===== src/rtl/async_trig_pkg.sv =====
// async_trig_pkg: shared state type and sizing constants for the trigger-address capture path
package async_trig_pkg;
    typedef enum logic [1:0] {IDLE, PREFILL, ARMED, HOLDOFF} trig_state_t;
    localparam int ADDR_W          = 16;
    localparam int TRIG_FIFO_DEPTH = 16;
    localparam int STATS_ACC_W     = 24;
    localparam int STATS_DROP_W    = 16;
endpackage


===== src/rtl/trig_addr_fifo_fwft.sv =====
// trig_addr_fifo_fwft: first-word-fall-through register FIFO with synchronous flush
module trig_addr_fifo_fwft import async_trig_pkg::*; #(
    parameter int DEPTH = TRIG_FIFO_DEPTH,
    parameter int WIDTH = ADDR_W
) (
    input  logic             clk,
    input  logic             rst_n,
    input  logic             flush,
    input  logic             push,
    input  logic [WIDTH-1:0] din,
    input  logic             pop,
    output logic [WIDTH-1:0] head,
    output logic             empty,
    output logic             full
);
    localparam int AW = $clog2(DEPTH);

    logic [WIDTH-1:0] mem [DEPTH];
    logic [AW:0]      wr_ptr, rd_ptr;
    logic             do_push, do_pop;

    assign empty   = wr_ptr == rd_ptr;
    assign full    = (wr_ptr ^ rd_ptr) == {1'b1, {AW{1'b0}}};
    assign do_pop  = pop & ~empty;
    assign do_push = push & (~full | do_pop);
    // Head reads as zero while empty so the output is defined out of reset
    assign head    = empty ? '0 : mem[rd_ptr[AW-1:0]];

    // Pointer update; flush wins over any push or pop in the same cycle
    always_ff @(posedge clk or negedge rst_n) begin
        if (!rst_n) begin
            wr_ptr <= '0;
            rd_ptr <= '0;
        end else if (flush) begin
            wr_ptr <= '0;
            rd_ptr <= '0;
        end else begin
            if (do_push) wr_ptr <= wr_ptr + (AW+1)'(1);
            if (do_pop)  rd_ptr <= rd_ptr + (AW+1)'(1);
        end
    end

    // Storage write; entries need no reset because head is masked while empty
    always_ff @(posedge clk) begin
        if (do_push && !flush) mem[wr_ptr[AW-1:0]] <= din;
    end
endmodule


===== src/rtl/async_trig_addr_capture.sv =====
// async_trig_addr_capture: circular-buffer write address and trigger-address capture; ASYNC_TRIG_STATS_EN enables stats counters
module async_trig_addr_capture #(
    parameter int TRIG_FIFO_DEPTH = async_trig_pkg::TRIG_FIFO_DEPTH,
    parameter int ADDR_W          = async_trig_pkg::ADDR_W
) (
    input  logic              adc_clk,
    input  logic              reset_clk_adc_n,
    input  logic              cbuf_wr_en,
    input  logic              cbuf_trig_en,
    input  logic              trig_in,
    input  logic [11:0]       async_pre_trig,
    input  logic [15:0]       holdoff_len,
    input  logic              fifo_flush,
    input  logic              trig_addr_rd_en,
    output logic [ADDR_W-1:0] circ_buf_wr_addr,
    output logic [ADDR_W-1:0] circ_buf_trig_addr,
    output logic              trig_fifo_empty,
    output logic              trig_fifo_full,
    output logic              trig_armed,
    output logic [23:0]       accepted_trig_cnt,
    output logic [15:0]       dropped_trig_cnt,
    input  logic              stats_clr
);
    import async_trig_pkg::*;

    trig_state_t       state, state_nx;
    logic              run, trig_in_q, trig_edge, capture;
    logic              pend, room, push, fifo_full;
    logic [ADDR_W-1:0] pend_addr;
    logic [11:0]       prefill_cnt;
    logic [15:0]       holdoff_cnt;

    assign run       = cbuf_wr_en & cbuf_trig_en;
    assign trig_edge = trig_in & ~trig_in_q;
    assign capture   = (state == ARMED) & trig_edge;
    // A pop in the same cycle frees a slot, so a full FIFO still accepts then
    assign room      = ~fifo_full | trig_addr_rd_en;
    assign push      = pend & room;
    assign trig_fifo_full = fifo_full;

    // Write address counter and trigger level history
    always_ff @(posedge adc_clk or negedge reset_clk_adc_n) begin
        if (!reset_clk_adc_n) begin
            circ_buf_wr_addr <= '0;
            trig_in_q        <= 1'b0;
        end else begin
            trig_in_q <= trig_in;
            if (cbuf_wr_en) circ_buf_wr_addr <= circ_buf_wr_addr + ADDR_W'(1);
        end
    end

    // State register
    always_ff @(posedge adc_clk or negedge reset_clk_adc_n) begin
        if (!reset_clk_adc_n) state <= IDLE;
        else                  state <= state_nx;
    end

    // Next-state logic; losing either enable returns to IDLE from anywhere
    always_comb begin
        state_nx = state;
        if (!run) state_nx = IDLE;
        else begin
            case (state)
                IDLE:    state_nx = PREFILL;
                PREFILL: state_nx = (prefill_cnt >= async_pre_trig) ? ARMED : PREFILL;
                ARMED:   state_nx = (trig_edge && holdoff_len != 16'd0) ? HOLDOFF : ARMED;
                HOLDOFF: state_nx = (holdoff_cnt == 16'd1) ? ARMED : HOLDOFF;
                default: state_nx = IDLE;
            endcase
        end
    end

    // State-derived outputs
    always_comb begin
        trig_armed = state == ARMED;
    end

    // Pre-fill (saturating) and holdoff timers
    always_ff @(posedge adc_clk or negedge reset_clk_adc_n) begin
        if (!reset_clk_adc_n) begin
            prefill_cnt <= '0;
            holdoff_cnt <= '0;
        end else begin
            if (state == IDLE) prefill_cnt <= '0;
            else if (state == PREFILL && prefill_cnt != '1) prefill_cnt <= prefill_cnt + 12'd1;
            if (capture) holdoff_cnt <= holdoff_len;
            else if (state == HOLDOFF) holdoff_cnt <= holdoff_cnt - 16'd1;
        end
    end

    // Captured address is staged one cycle before it enters the FIFO
    always_ff @(posedge adc_clk or negedge reset_clk_adc_n) begin
        if (!reset_clk_adc_n) begin
            pend      <= 1'b0;
            pend_addr <= '0;
        end else begin
            pend <= capture;
            if (capture) pend_addr <= circ_buf_wr_addr;
        end
    end

    trig_addr_fifo_fwft #(.DEPTH(TRIG_FIFO_DEPTH), .WIDTH(ADDR_W)) u_fifo (
        .clk   (adc_clk),
        .rst_n (reset_clk_adc_n),
        .flush (fifo_flush),
        .push  (push),
        .din   (pend_addr),
        .pop   (trig_addr_rd_en),
        .head  (circ_buf_trig_addr),
        .empty (trig_fifo_empty),
        .full  (fifo_full)
    );

`ifdef ASYNC_TRIG_STATS_EN
    // Accepted count wraps, dropped count saturates; clear wins over increments
    always_ff @(posedge adc_clk or negedge reset_clk_adc_n) begin
        if (!reset_clk_adc_n) begin
            accepted_trig_cnt <= '0;
            dropped_trig_cnt  <= '0;
        end else if (stats_clr) begin
            accepted_trig_cnt <= '0;
            dropped_trig_cnt  <= '0;
        end else begin
            if (push) accepted_trig_cnt <= accepted_trig_cnt + 24'd1;
            if (pend && !room && dropped_trig_cnt != '1) dropped_trig_cnt <= dropped_trig_cnt + 16'd1;
        end
    end
`else
    logic unused_stats_clr;
    assign unused_stats_clr  = stats_clr;
    assign accepted_trig_cnt = '0;
    assign dropped_trig_cnt  = '0;
`endif
endmodule


===== config.mk =====
export PLATFORM = sky130hd
export DESIGN_NAME = async_trig_addr_capture
export DESIGN_NICKNAME = d
export VERILOG_FILES = /design/src/rtl/async_trig_pkg.sv /design/src/rtl/trig_addr_fifo_fwft.sv /design/src/rtl/async_trig_addr_capture.sv
export SDC_FILE = /design/constraint.sdc
export NUM_CORES = 1
export LEC_CHECK = 0
export CAP_MARGIN = 0
export CORE_MARGIN = 2
export CORE_UTILIZATION = 55
export DETAILED_ROUTE_END_ITERATION = 12
export GPL_TIMING_DRIVEN = 0
export PLACE_DENSITY = 0.76
export RECOVER_POWER = 25
export SKIP_LAST_GASP = 1
export SLEW_MARGIN = 20
export SYNTH_ARGS = -nofsm -noshare
export SYNTH_HDL_FRONTEND = slang
export SYNTH_SLANG_ARGS = --single-unit

===== constraint.sdc =====
create_clock -name adc_clk -period 4.6 [get_ports adc_clk]
set_clock_uncertainty 0.1 [all_clocks]
set_input_delay 0.46 -clock adc_clk [delete_from_list [all_inputs] [get_ports adc_clk]]
set_output_delay 0.46 -clock adc_clk [all_outputs]
set_load 0.005 [all_outputs]

==> results.txt, run 1 <==
The run finished, with violations left. The checks that failed: capacitance limit, slew limit. Counting cells, the worst reg-to-reg path comes to 7. The combined area of all synthesized cells is 14,200 sq um. The leakage power came out at 5.72 nW. After legalization and detailed placement, the total HPWL measured 21.8 mm.

The sink count of the clock tree is 330. The area of the die came out at 27,100 sq um. The number of cells upsized or downsized after cts is 0. The count of buffers added on input and output ports is 67. The area added between synthesis and finish came out at 18.5%. The met3 track demand over resource in global routing came out at 4.52%. The total number of vias is 8,297. The wire length of the first global-routing pass is 48.3 mm.

The start point of the worst hold path is cbuf_wr_en. The clock network fraction of total power is 42.7%. The largest fanout of any net on the critical path came out at 10. For the worst setup path, the data arrival time is 3.45 ns. The via count of the first global-routing pass came to 8,570. The predominant post-synthesis flop cell is sky130_fd_sc_hd__edfxtp_1. The summed negative setup slack over all endpoints came out at 0 ns. The cell internal power dissipation came out at 0.00484 W. The region available for standard cell placement spans 25,300 sq um. The horizontal die dimension came out at 165 um. The number of cells produced by synthesis is 893. The tree is rooted in a sky130_fd_sc_hd__clkbuf_16. The average detailed-routed wire length per instance came out at 21.8 um. The number of synthesized flops with an enable pin came out at 256. The antenna diode count is 0. The hold violation count in the final report came out at 0. The number of antenna violations at the first check in global routing is 0. Setup repair after global routing left no endpoint under its margin.

Dividing the detail-routed via count by the number of cells gives 5.83. The number of CTS-inserted buffers is 34. In this run the count of I/O pins placed on the die edge is 111.

The proportion of total power due to net switching came out at 20.2%. For this run, global-route usage on met1 was measured as 31.1%. TritonCTS built the clock tree.

The combined flip-flop and latch cell area came out at 9540 sq um. The wire length after detailed routing came out at 31.0 mm. The beginning of the critical path is u_fifo.rd_ptr[1]. The data required time at the worst endpoint came out at 4.04 ns. Routability-driven placement finished with a final weighted congestion of 0.848. The CTS clock-pin slew for the worst setup and hold paths came out at 0.06 ns. The sequential share of power came out at 53.7%.

The number of filler cells placed in the layout is 1,758. The maximum frequency from static timing analysis is 250 MHz. The synthesized design contains 330 register bits.

The post-layout net count is 1,127. The min-delay analysis places its worst path in the category input port to flip-flop. At the pin with the least slew margin, the transition time is 1.85 ns. STA classifies the critical path startpoint as a flip-flop. The overall power came out at 0.00607 W. The maximum clock path buffer count came out at 3. The worst hold path was traced through 2 stages.

The highest ir drop seen on vdd is 0.265 mV. Entering global routing, the biggest net connects 42 pins. The reported max-cap violation count is 1. After the first detailed-routing iteration, the DRC count stood at 820. Summing all non-filler instances in the final layout gives an area of 16,800 sq um.

The fraction of synthesis flops using an asynchronous set or reset pin is 22.4%. The clock reaches the later pin of the worst-skew pair after 0.51 ns. The total track usage came out at 24.0%. The total iterations of the first detailed-routing run is 5. Yosys printed 0 warnings. met2 is the most crowded layer. The routing usage on met2 is 41.0%. By startpoint and endpoint, the worst setup path is classified as flip-flop to output port. The floorplan has 58 rows.

In this run the critical register-to-register path is launched from u_fifo.rd_ptr[4]. The mean instance size in the synthesized netlist came out at 15.9 sq um. For this run, the share of the core covered by cells in the final layout is 66.5%. STA classifies the critical path endpoint as an output port.

The total congestion overflow came out at 0. The number of endpoints failing setup at the final stage is 0. The power density normalized to cell area is 361 nW/um^2. The number of distinct library cell variants in the gate-level netlist after synthesis came out at 59. The final critical path takes up 87.1% of the cycle.

The die extent in y is 165 um. The starting density of the core is 56.1%. The portion of the post-synthesis area used by sequential elements came out at 67.3%. The fraction of final layout cells sized beyond drive strength 1 came out at 21.5%. The shortest clock period the worst path allows after layout is 4.01 ns. The count of pins over their slew limit came out at 34. The CTS H-tree depth came out at 2. The final antenna-violating net count came out at 0. The switching component of the power came out at 0.00122 W.

The part of the total power dissipated in combinational logic is 3.6%. After detailed routing, the number of remaining DRC violations is 0. The worst slew margin relative to its limit came out at -23.6%.

The area of placed instances is 15,800 sq um. The area of the multi-input gates came out at 4260 sq um.
power groups by stage:
| stage | clock network (W) | logic [W] | registers [W] |
|---|---|---|---|
| after floorplan | 0 | 0.0000956 | 0.00331 |
| after global placement | 0 | 0.000212 | 0.00332 |
| after detailed placement | 0 | 0.000218 | 0.00332 |
| final | 0.00259 | 0.000216 | 0.00326 |
| after global routing | 0.00273 | 0.000243 | 0.00327 |
| after CTS | 0.00262 | 0.000219 | 0.00326 |
layer usage:
| layer | up-vias | part of all wire [%] |
|---|---|---|
| li1 | 3742 | - |
| met1 | 4140 | 39 |
| met2 | 351 | 51 |
| met3 | 64 | 7.6 |
| met4 | 0 | 3.1 |
| met5 | - | 0 |
cell type report:
| type | instances | area share [%] |
|---|---|---|
| Buffer | 85 | 3.16 |
| Clock buffer | 41 | 5.35 |
| Clock inverter | 17 | 0.841 |
| Inverter | 23 | 0.514 |
| Multi-Input combinational cell | 494 | 25.3 |
| Sequential cell | 330 | 56.8 |
| Tap cell | 330 | 2.46 |
| Timing Repair Buffer | 102 | 5.56 |
placed cells by master, fill, tap and decap left out, drive strengths merged, types with 14 or more instances in the layout:
cell type / netlist / final
inv: 23 / 25
buf: 68 / 102
edfxtp: 256 / 256
xnor2: 21 / 21
mux2i: 18 / 18
clkbuf: 17 / 59
clkdlybuf4s50: 0 / 65
nor2: 26 / 26
conb: 1 / 40
nand2: 85 / 85
dfrtp: 74 / 74
nor4: 16 / 16
ha: 21 / 21
mux4: 64 / 64
a211oi: 36 / 36
nor2b: 20 / 20
nand3: 21 / 21
o211ai: 14 / 14
Yosys cell counts, types with 3 or more instances:
cell type	count	area (sq um)
sky130_fd_sc_hd__a211oi_1	36	270
sky130_fd_sc_hd__a21o_1	3	22.5
sky130_fd_sc_hd__a21oi_1	12	60.1
sky130_fd_sc_hd__a31oi_1	4	25.0
sky130_fd_sc_hd__and3_1	4	25.0
sky130_fd_sc_hd__buf_1	6	22.5
sky130_fd_sc_hd__buf_2	15	75.1
sky130_fd_sc_hd__buf_4	45	338
sky130_fd_sc_hd__clkbuf_1	16	60.1
sky130_fd_sc_hd__dfrtp_1	74	1850
sky130_fd_sc_hd__edfxtp_1	256	7690
sky130_fd_sc_hd__ha_1	21	263
sky130_fd_sc_hd__inv_1	22	82.6
sky130_fd_sc_hd__mux2i_1	18	180
sky130_fd_sc_hd__mux4_2	64	1440
sky130_fd_sc_hd__nand2_1	84	315
sky130_fd_sc_hd__nand2b_1	7	43.8
sky130_fd_sc_hd__nand3_1	20	100
sky130_fd_sc_hd__nand4_1	13	81.3
sky130_fd_sc_hd__nor2_1	24	90.1
sky130_fd_sc_hd__nor2b_1	20	125
sky130_fd_sc_hd__nor3_1	12	60.1
sky130_fd_sc_hd__nor4_1	14	87.6
sky130_fd_sc_hd__o211ai_1	14	105
sky130_fd_sc_hd__o21ai_0	10	50.1
sky130_fd_sc_hd__o311ai_0	9	78.8
sky130_fd_sc_hd__or4_1	3	22.5
sky130_fd_sc_hd__xnor2_1	21	184
sky130_fd_sc_hd__xor2_1	9	78.8
what timing repair did:
action | in CTS | in global routing
buffers inserted | 0 | 0
hold buffers | 1 | 0
endpoints found under the hold margin | 33 | 0
registers in the layout (all words and copies together), names as in the netlist:
register          cells
u_fifo.mem          256
circ_buf_wr_addr     16
holdoff_cnt          16
pend_addr            16
prefill_cnt          12
u_fifo.rd_ptr         5
u_fifo.wr_ptr         5
state                 2
pend                  1
trig_in_q             1
kinds of logic after synthesis:
group / synth area share [%]
other cells: 0.0264
mux: 11.6
xor+xnor: 1.85
simple gates: 7.98
buf+inv: 4.36
flops: 67.3
fa+ha+maj: 1.85
compound gates: 5.07
through the flow:
stage | hold slack (ns) | cells | setup slack [ns]
floorplan | 0.0644 | 932 | 1.13
global placement | 0.409 | 1329 | -0.799
detailed placement | 0.333 | 1363 | 1.16
CTS | 0.263 | 1422 | 0.647
global route | 0.309 | 1422 | 0.363
finish | 0.276 | 1422 | 0.595
path summary, 6_finish.rpt:
check | end | slack [ns]
max in group asynchronous | pend_addr[3] | 2.44
worst max register to register | u_fifo.mem[2][8] | 1.40
min in group asynchronous | holdoff_cnt[14] | 0.89
worst min register to register | holdoff_cnt[14] | 0.42
worst min-delay path | circ_buf_wr_addr[0] | 0.28
worst max-delay path | circ_buf_trig_addr[2] | 0.59
worst max-delay path, stage by stage, from the launching register on:
cell and delay [ns]:
sky130_fd_sc_hd__dfrtp_1 0.46, sky130_fd_sc_hd__buf_2 0.32, sky130_fd_sc_hd__clkbuf_1 0.63, sky130_fd_sc_hd__mux4_2 0.34, sky130_fd_sc_hd__mux2i_1 0.12, sky130_fd_sc_hd__a211oi_1 0.48
sky130_fd_sc_hd__clkdlybuf4s50_1 0.59
Note: power is estimated with default switching activity, not from simulation.
==> inputs of run 2 (changes only) <==
--- a/config.mk
+++ b/config.mk
@@ -10,7 +10,7 @@
 export CORE_UTILIZATION = 55
 export DETAILED_ROUTE_END_ITERATION = 12
 export GPL_TIMING_DRIVEN = 0
-export PLACE_DENSITY = 0.76
+export PLACE_DENSITY = 0.82
 export RECOVER_POWER = 25
 export SKIP_LAST_GASP = 1
 export SLEW_MARGIN = 20
==> run 2 against run 1 <==
Effect of this change:
- sequential share of layout area increased by 0.17 points
- clock power is essentially flat
- critical path depth is the same
- global-route usage is 0.69 points lower
- total power shrank 0.42%
- combinational power grew 3%
- the run still ends with capacitance limit, slew limit left
- utilization shrank 0.19 points
- sequential power barely moved
- critical endpoint is now circ_buf_trig_addr[9]
- hold slack got worse by 0.081 ns
- non-clock buffer count shrank 2
==> results.txt, run 2 (synthesis results as in run 1) <==
The detailed router's first-iteration violation count is 762 (-7.1%). The shortest clock period the worst path allows after layout came out at 4.11 ns (+0.109 ns). The total track usage is 23.3% (-0.69 points). The data required time at the worst endpoint came out at 4.04 ns (about the same). The floorplan row count was 58 (unchanged). The area added between synthesis and finish is 18.2%. The horizontal die dimension was 165 um (unchanged). The worst slew margin relative to its limit came out at -54.4% (-31 points).

The number of buffer cells added on primary ports was 67 (unchanged). The wire length of the first global-routing pass was 47.5 mm (-1.6%). The pin count of the biggest net entering global routing came to 42 (unchanged). The sink count of the clock tree is 330 (unchanged). The number of flip-flops under the largest register name is 256 (unchanged).

The CTS clock-pin slew for the worst setup and hold paths is 0.06 ns (about the same). The number of antenna violations at the first check in global routing is 1 (+1). The sequential share of power is 54.0% (+0.3 points). Setup repair after global routing left no endpoint under its margin.

The number of CTS-inserted buffers came out at 31 (-8.8%). The start point of the worst hold path is cbuf_wr_en. The reported max-cap violation count came to 1 (unchanged). The count of pins over their slew limit was 41 (+21%). The number of filler cells placed in the layout came to 1,697 (-3.5%). The library cell used most frequently in the layout, excluding fill and tap cells, is sky130_fd_sc_hd__edfxtp_1. The number of remaining DRC errors came out at 0 (unchanged). The slowest stage of the critical path belongs to the cell sky130_fd_sc_hd__a211oi_1. The cell that appears most often on the critical path is sky130_fd_sc_hd__a211oi_1. The worst hold-check slack is 0.195 ns (-0.0810 ns).

The number of cells upsized or downsized after cts is 0 (unchanged). The area of the die came out at 27,100 sq um (unchanged). The half-perimeter wire length of the detailed placement result is 21.4 mm (-1.9%).

The proportion of total power due to net switching is 20.3% (+0.14 points). The wire length after detailed routing was 30.7 mm (-1.2%). The final cell count without fillers came out at 1,420 (-0.14%).

The total iterations of the first detailed-routing run was 4 (-1). The final antenna-violating net count came out at 0 (unchanged). CTS placed an instance of sky130_fd_sc_hd__clkbuf_16 at the clock tree root. The cell internal power dissipation came to 0.00482 W (-0.59%). The hold violation count in the final report came out at 0 (unchanged). The number of endpoints failing setup at the final stage came out at 0 (unchanged). The launch point of the worst reg-to-reg path is u_fifo.rd_ptr[4]. The overall power came out at 0.00604 W (-0.42%). The worst-margin pin slew is 2.32 ns (+0.462 ns).

The average detailed-routed wire length per instance came to 21.6 um (-1.1%). The part of the total power dissipated in combinational logic is 3.7% (about the same). The element type at the critical path start is a flip-flop. The path class of the tightest hold or removal check is input port to flip-flop. The highest ir drop seen on vdd came out at 0.262 mV (-1.0%). The count of buffer and inverter cells on the critical path came to 3 (unchanged). The global placement routability congestion was 0.829 (-2.2%). The clock latency at the later pin of the worst-skew pair is 0.57 ns (+0.06 ns). The kind of cell with the highest combined delay on the critical path is buffers and inverters. The final reports fail on capacitance limit, slew limit. The die extent in y is 165 um (unchanged). The switching component of the power is 0.00123 W (+0.25%).

By startpoint and endpoint, the worst setup path is classified as flip-flop to output port. The total congestion overflow came out at 0 (unchanged). The maximum clock path buffer count is 3 (unchanged). The beginning of the critical path is u_fifo.rd_ptr[1]. The critical path arrival was 3.55 ns (+0.10 ns). The instance count on the critical path is 6 (unchanged). In the layout the commonest cells are 256 x sky130_fd_sc_hd__edfxtp_1, 84 x sky130_fd_sc_hd__nand2_1, 74 x sky130_fd_sc_hd__dfrtp_1, 65 x sky130_fd_sc_hd__clkdlybuf4s50_1, 64 x sky130_fd_sc_hd__mux4_2. The count of cells along the worst hold path came out at 2 (unchanged).

The post-layout net count is 1,122 (-0.44%). The depth of the worst register-to-register path is 8 (+1). TritonCTS built the clock tree. The total number of vias is 8,326 (+0.35%).

The number of I/O pins was 111 (unchanged). STA classifies the critical path endpoint as an output port. The CTS H-tree depth is 1 (-1). The critical path's largest stage delay is 0.61 ns (-0.02 ns).

The power density normalized to cell area is 361 nW/um^2 (-0.13%). The leakage power came out at 5.71 nW (-0.15%). The fraction of the cycle the final worst path needs is 89.5% (+2.4 points). The maximum frequency from static timing analysis was 243 MHz (-2.7%). The largest fanout of any net on the critical path is 10 (unchanged). The flow ran to the end, but the final reports show violations. The floorplan core area is 25,300 sq um (unchanged).

The number of cells in the design after placement is 1,361 (-0.15%). The average vias per placed instance was 5.86 (+0.49%). The fraction of final layout cells sized beyond drive strength 1 is 21.5% (-0.033 points).

The starting density of the core is 56.1% (unchanged). The signal on the critical path passes through buf_1 > buf_2 > mux4_2 > a211oi_1 > a211oi_1 > clkdlybuf4s50_1. The via count of the first global-routing pass came out at 8,437 (-1.6%). The clock network fraction of total power is 42.3% (-0.4 points).
-- run 2: cell count changes in the layout (fill, tap and decap cells not counted), moves of 2 or more --
cell / before / now
sky130_fd_sc_hd__buf_2: 24 / 29
sky130_fd_sc_hd__clkinv_2: 6 / 8
sky130_fd_sc_hd__clkbuf_16: 35 / 31
sky130_fd_sc_hd__clkinv_1: 5 / 2
sky130_fd_sc_hd__clkbuf_8: 1 / 5
sky130_fd_sc_hd__buf_4: 65 / 60
sky130_fd_sc_hd__clkinvlp_4: 2 / 0
sky130_fd_sc_hd__buf_6: 6 / 4
-- run 2: power by group through the flow --
stage                     Sequential (W)  Combinational [W]  Clock [W]
final                            0.00326           0.000222    0.00256
after global placement           0.00332           0.000215          0
after floorplan                  0.00331          0.0000956          0
after detailed placement         0.00332           0.000220          0
after global routing             0.00327           0.000245    0.00268
after CTS                        0.00326           0.000224    0.00258
-- run 2: through the flow --
step	TNS [ns]	cell area, sq um	setup WS (ns)	utilization, %
2_1_floorplan	0	14300	1.13	-
3_3_place_gp	-18.87	15400	-0.651	61.0
3_5_place_dp	0	15700	1.13	62.3
4_1_cts	0	16800	0.483	66.3
5_1_grt	0	16800	0.295	66.3
6_report	0	16800	0.485	66.3
-- run 2: path summary, 6_finish.rpt --
path / to / slack, ns
max: circ_buf_trig_addr[9] / 0.49
min: circ_buf_wr_addr[0] / 0.19
max in group asynchronous: u_fifo.wr_ptr[0] / 2.03
max reg2reg: u_fifo.mem[2][12] / 1.53
min reg2reg: holdoff_cnt[15] / 0.41
min in group asynchronous: holdoff_cnt[14] / 1.04
-- run 2: worst reg2reg max path, stage by stage, from the launching register on --
cell and delay [ns]:
sky130_fd_sc_hd__dfrtp_1 0.40, sky130_fd_sc_hd__xnor2_1 0.46, sky130_fd_sc_hd__nor2_1 0.19, sky130_fd_sc_hd__a21bo_2 0.31, sky130_fd_sc_hd__buf_2 0.24, sky130_fd_sc_hd__nor4_2 0.35, sky130_fd_sc_hd__buf_2 0.28, sky130_fd_sc_hd__buf_2 0.24
sky130_fd_sc_hd__buf_2 0.20
-- run 2: final cells by class --
cell class,count,area (sq um),area share [%]
multi-input combinational,494,4260,25.4
clock inverter,15,166,0.993
timing repair buffer,100,900,5.37
buffer,85,532,3.17
tap,330,413,2.46
clock buffer,42,857,5.12
inverter,23,86.3,0.515
sequential,330,9540,56.9
antenna,1,2.50,0.0149
-- run 2: repair_timing --
item / CTS / global route
hold endpoints to repair: 40 / 0
buffers inserted: 0 / 0
setup endpoints to repair: 0 / 0
hold buffers: 1 / 0
-- run 2: per-layer routing --
metal | global-route usage, % | share of wire, %
met1 | 31.6 | 40
met2 | 39.9 | 51
met3 | 3.52 | 7.0
met4 | 6.09 | 2.0
met5 | 0 | 0
==> RTL change, RTL diff (flow settings as in run 2) <==
Encoding of `trig_state_t`: now one-hot (4 bits for 4 states).
--- a/src/rtl/async_trig_pkg.sv
+++ b/src/rtl/async_trig_pkg.sv
@@ -1,6 +1,6 @@
 // async_trig_pkg: shared state type and sizing constants for the trigger-address capture path
 package async_trig_pkg;
-    typedef enum logic [1:0] {IDLE, PREFILL, ARMED, HOLDOFF} trig_state_t;
+    typedef enum logic [3:0] {IDLE = 4'b0001, PREFILL = 4'b0010, ARMED = 4'b0100, HOLDOFF = 4'b1000} trig_state_t;
     localparam int ADDR_W          = 16;
     localparam int TRIG_FIFO_DEPTH = 16;
     localparam int STATS_ACC_W     = 24;
Formal check against the unedited RTL: no difference found for any inputs over 4 cycles, from zero or initial values and one cycle with reset_clk_adc_n low; so few cycles prove little.
==> RTL change against run 2 <==
- setup slack got worse by 270 ps
- cell count fell by 2.8%
- non-clock buffer count fell by 14
- power fell by 0.92%
- largest power group unchanged
- final area barely moved
- sequential share of layout area rose by 0.36 points
- count of clock-buffer cells in the layout fell by 5
- area after synthesis fell by 0.11%
- wire length rose by 3.2%
- sequential cell count rose by 2
- the run still ends with capacitance limit, slew limit left
- synthesized cell count fell by 4.1%
==> RTL change: results (changes against run 2) <==
* Max stage delay on crit path at 770 ps (+160 ps)
* Worst hold path class: in -> reg
* Xor/xnor cell area share of the yosys netlist at 2.288% (+0.43 points)
* Initial antenna violation count at 1 (unchanged)
* Synth top area cells: edfxtp_1, dfrtp_1, mux4_2
* Global routing usage on met3 at 3.566% (+0.050 points)
* Slew Limit Fails at 33 (-20%)
* Worst vdd ir at 0.3627 mV (+38%)
* Minimum clock period at 4381 ps (+265.9 ps)
* M1 GR Usage at 31.54% (-0.078 points)
* Vias in the first global route at 8295 (-1.7%)
* Post-synthesis compound-gate area fraction at 3.110% (-2.0 points)
* Netlist cell types at 62 (+5.1%)
* Resized Gates After CTS at 0 (unchanged)
* Layout cells sized above 1 at 22.38% (+0.89 points)
* Antenna cell count at 0 (-1)
* Tot GR Track Use at 24.24% (+0.97 points)
* CTS Root Cell: clkbuf_16
* PortBufs at 68 (+1.5%)
* Max_slew headroom at -35.16% (+19 points)
* Worst reg2reg path depth at 7 (-1)
* Detailed placer's ending HPWL at 20.72 mm (-3.2%)
* Post-DR vias/cell at 5.984 (+2.1%)
* Hold endpoint: trig_in_q$_DFF_PN0_
* Clock transition at path regs at approximately 70 ps
* Post-synthesis mux area share at 13.09% (+1.5 points)
* Ys Warns at 0 (unchanged)
* Largest net degree at the start of global routing at 45 (+7.1%)
* Failing checks: capacitance limit, slew limit
* Largest fanout on the critical path at 10 (unchanged)
* Worst r2r src: u_fifo.rd_ptr[3]$_DFFE_PN0P_
* H-tree lvl count at 1 (unchanged)
* Initial detailed-routing violation count at 832 (+9.2%)
* Hold_sp: trig_in
* Placer Congestion at 0.8523 (+2.8%)
* Sequential share of the synthesized area at 67.71% (+0.44 points)
* Critical path's slowest cell: nor2_1
* Routed WL at 31.63 mm (+3.2%)
* R2r endpoint: u_fifo.mem[15][6]$_DFFE_PP_
* Worst hold stages at 1 (-1)
* Nets at 1082 (-3.6%)
* Clock Path Buffers at 3 (unchanged)
* Place WS at 826.9 ps (-304.4 ps)
* Global Route met2 Usage at 41.92% (+2.1 points)
* Max FFs per register at 256 (unchanged)
* Post-synth top cells: edfxtp_1, nand2_1, mux4_2, dfrtp_1, nor2_1
* Reg-to-reg slack, setup at 1650 ps (+120 ps)
* Number of synthesized flops with an enable pin at 256 (unchanged)
* Max cap viols at 1 (unchanged)
* CP arrival at 3820 ps (+270 ps)
* CTS buffer count at 31 (unchanged)
* Leakage power at 0.006120 uW (+7.2%)
* Outcome: finished with violations
* Fraction of registers with async set/reset at 22.89% (+0.47 points)
* Clk_lat worst skew at between 500 and 600 ps
* First-pass GRT wire length at 48.46 mm (+2.1%)
* Drt pass-1 iters at 7 (+3)
* Adder-Cell Fraction of Synth Area at 1.855% (+0.0021 points)
## RTL change: changes by cell type after synthesis, moves of 6 or more
cell / change
a211oi_1: -36
a21oi_1: -6
buf_2: -9
mux2i_1: -15
mux4_2: +16
nand2b_1: -6
nand3_1: -9
nor2_1: +22
xor2_1: +9
## RTL change: power by group
| group | leakage [uW] | switching [uW] | internal [uW] |
|---|---|---|---|
| Combinational | 0.00212 | 87.9 | 135 |
| Clock | 0.000487 | 1080 | 1390 |
| Sequential | 0.00351 | 63.1 | 3230 |
## RTL change: cells by family (layout without fill, tap and decap cells)
logic type      Yosys count  in the layout
compound gates           58             58
simple gates            227            227
fa+ha+maj                21             21
mux                      85             85
other cells               1             40
flops                   332            332
xor+xnor                 37             37
buf+inv                  95            250
## RTL change: cell type report
| cell class | instances | area, um^2 |
|---|---|---|
| flip-flops and latches | 332 | 9590 |
| well taps | 330 | 412.9 |
| clock buffers | 37 | 828.3 |
| plain buffers | 74 | 473.0 |
| inverters | 21 | 78.83 |
| clock inverters | 21 | 157.7 |
| multi-input cells | 468 | 4234 |
| fillers | 1662 | 8517 |
| repair buffers | 97 | 962.2 |
## RTL change: stage by stage
stage	setup TNS [ps]	cell area, um^2	utilization [%]	instances	hold WS, ps
after floorplan	0	14310	-	895	64.41
after global placement	-7103	15400	60.99	1293	398.3
after detailed placement	0	15750	62.35	1321	356.2
after CTS	0	16740	66.29	1380	255.5
after global routing	0	16740	66.28	1380	390.4
final	0	16740	66.28	1380	376.6
## RTL change: worst max-delay path by stage
stage                                      start                           to
detailed placement  u_fifo.rd_ptr[3]$_DFFE_PN0P_              trig_fifo_empty
global route        u_fifo.rd_ptr[3]$_DFFE_PN0P_              trig_fifo_empty
finish              u_fifo.rd_ptr[3]$_DFFE_PN0P_              trig_fifo_empty
global placement    u_fifo.rd_ptr[3]$_DFFE_PN0P_  u_fifo.mem[12][3]$_DFFE_PP_
CTS                 u_fifo.rd_ptr[3]$_DFFE_PN0P_              trig_fifo_empty
floorplan           u_fifo.rd_ptr[3]$_DFFE_PN0P_  u_fifo.mem[12][0]$_DFFE_PP_
## RTL change: worst max-delay path: cells and delay by family, from the launching register on
kind | cells | cell delay, ps
xor+xnor | 1 | 210
buf+inv | 4 | 1780
flops | 1 | 310
simple gates | 2 | 950
## RTL change: layer usage
layer  vias up  wire length (um)
met5         -                13
met4         2              1239
met3        82              2572
met2       445             16030
met1      4162             11770
li1       3567                 -
## RTL change: timing repair
item                                   CTS  global route
buffers inserted                         0             0
hold buffers                             1             0
endpoints found under the hold margin   32             0
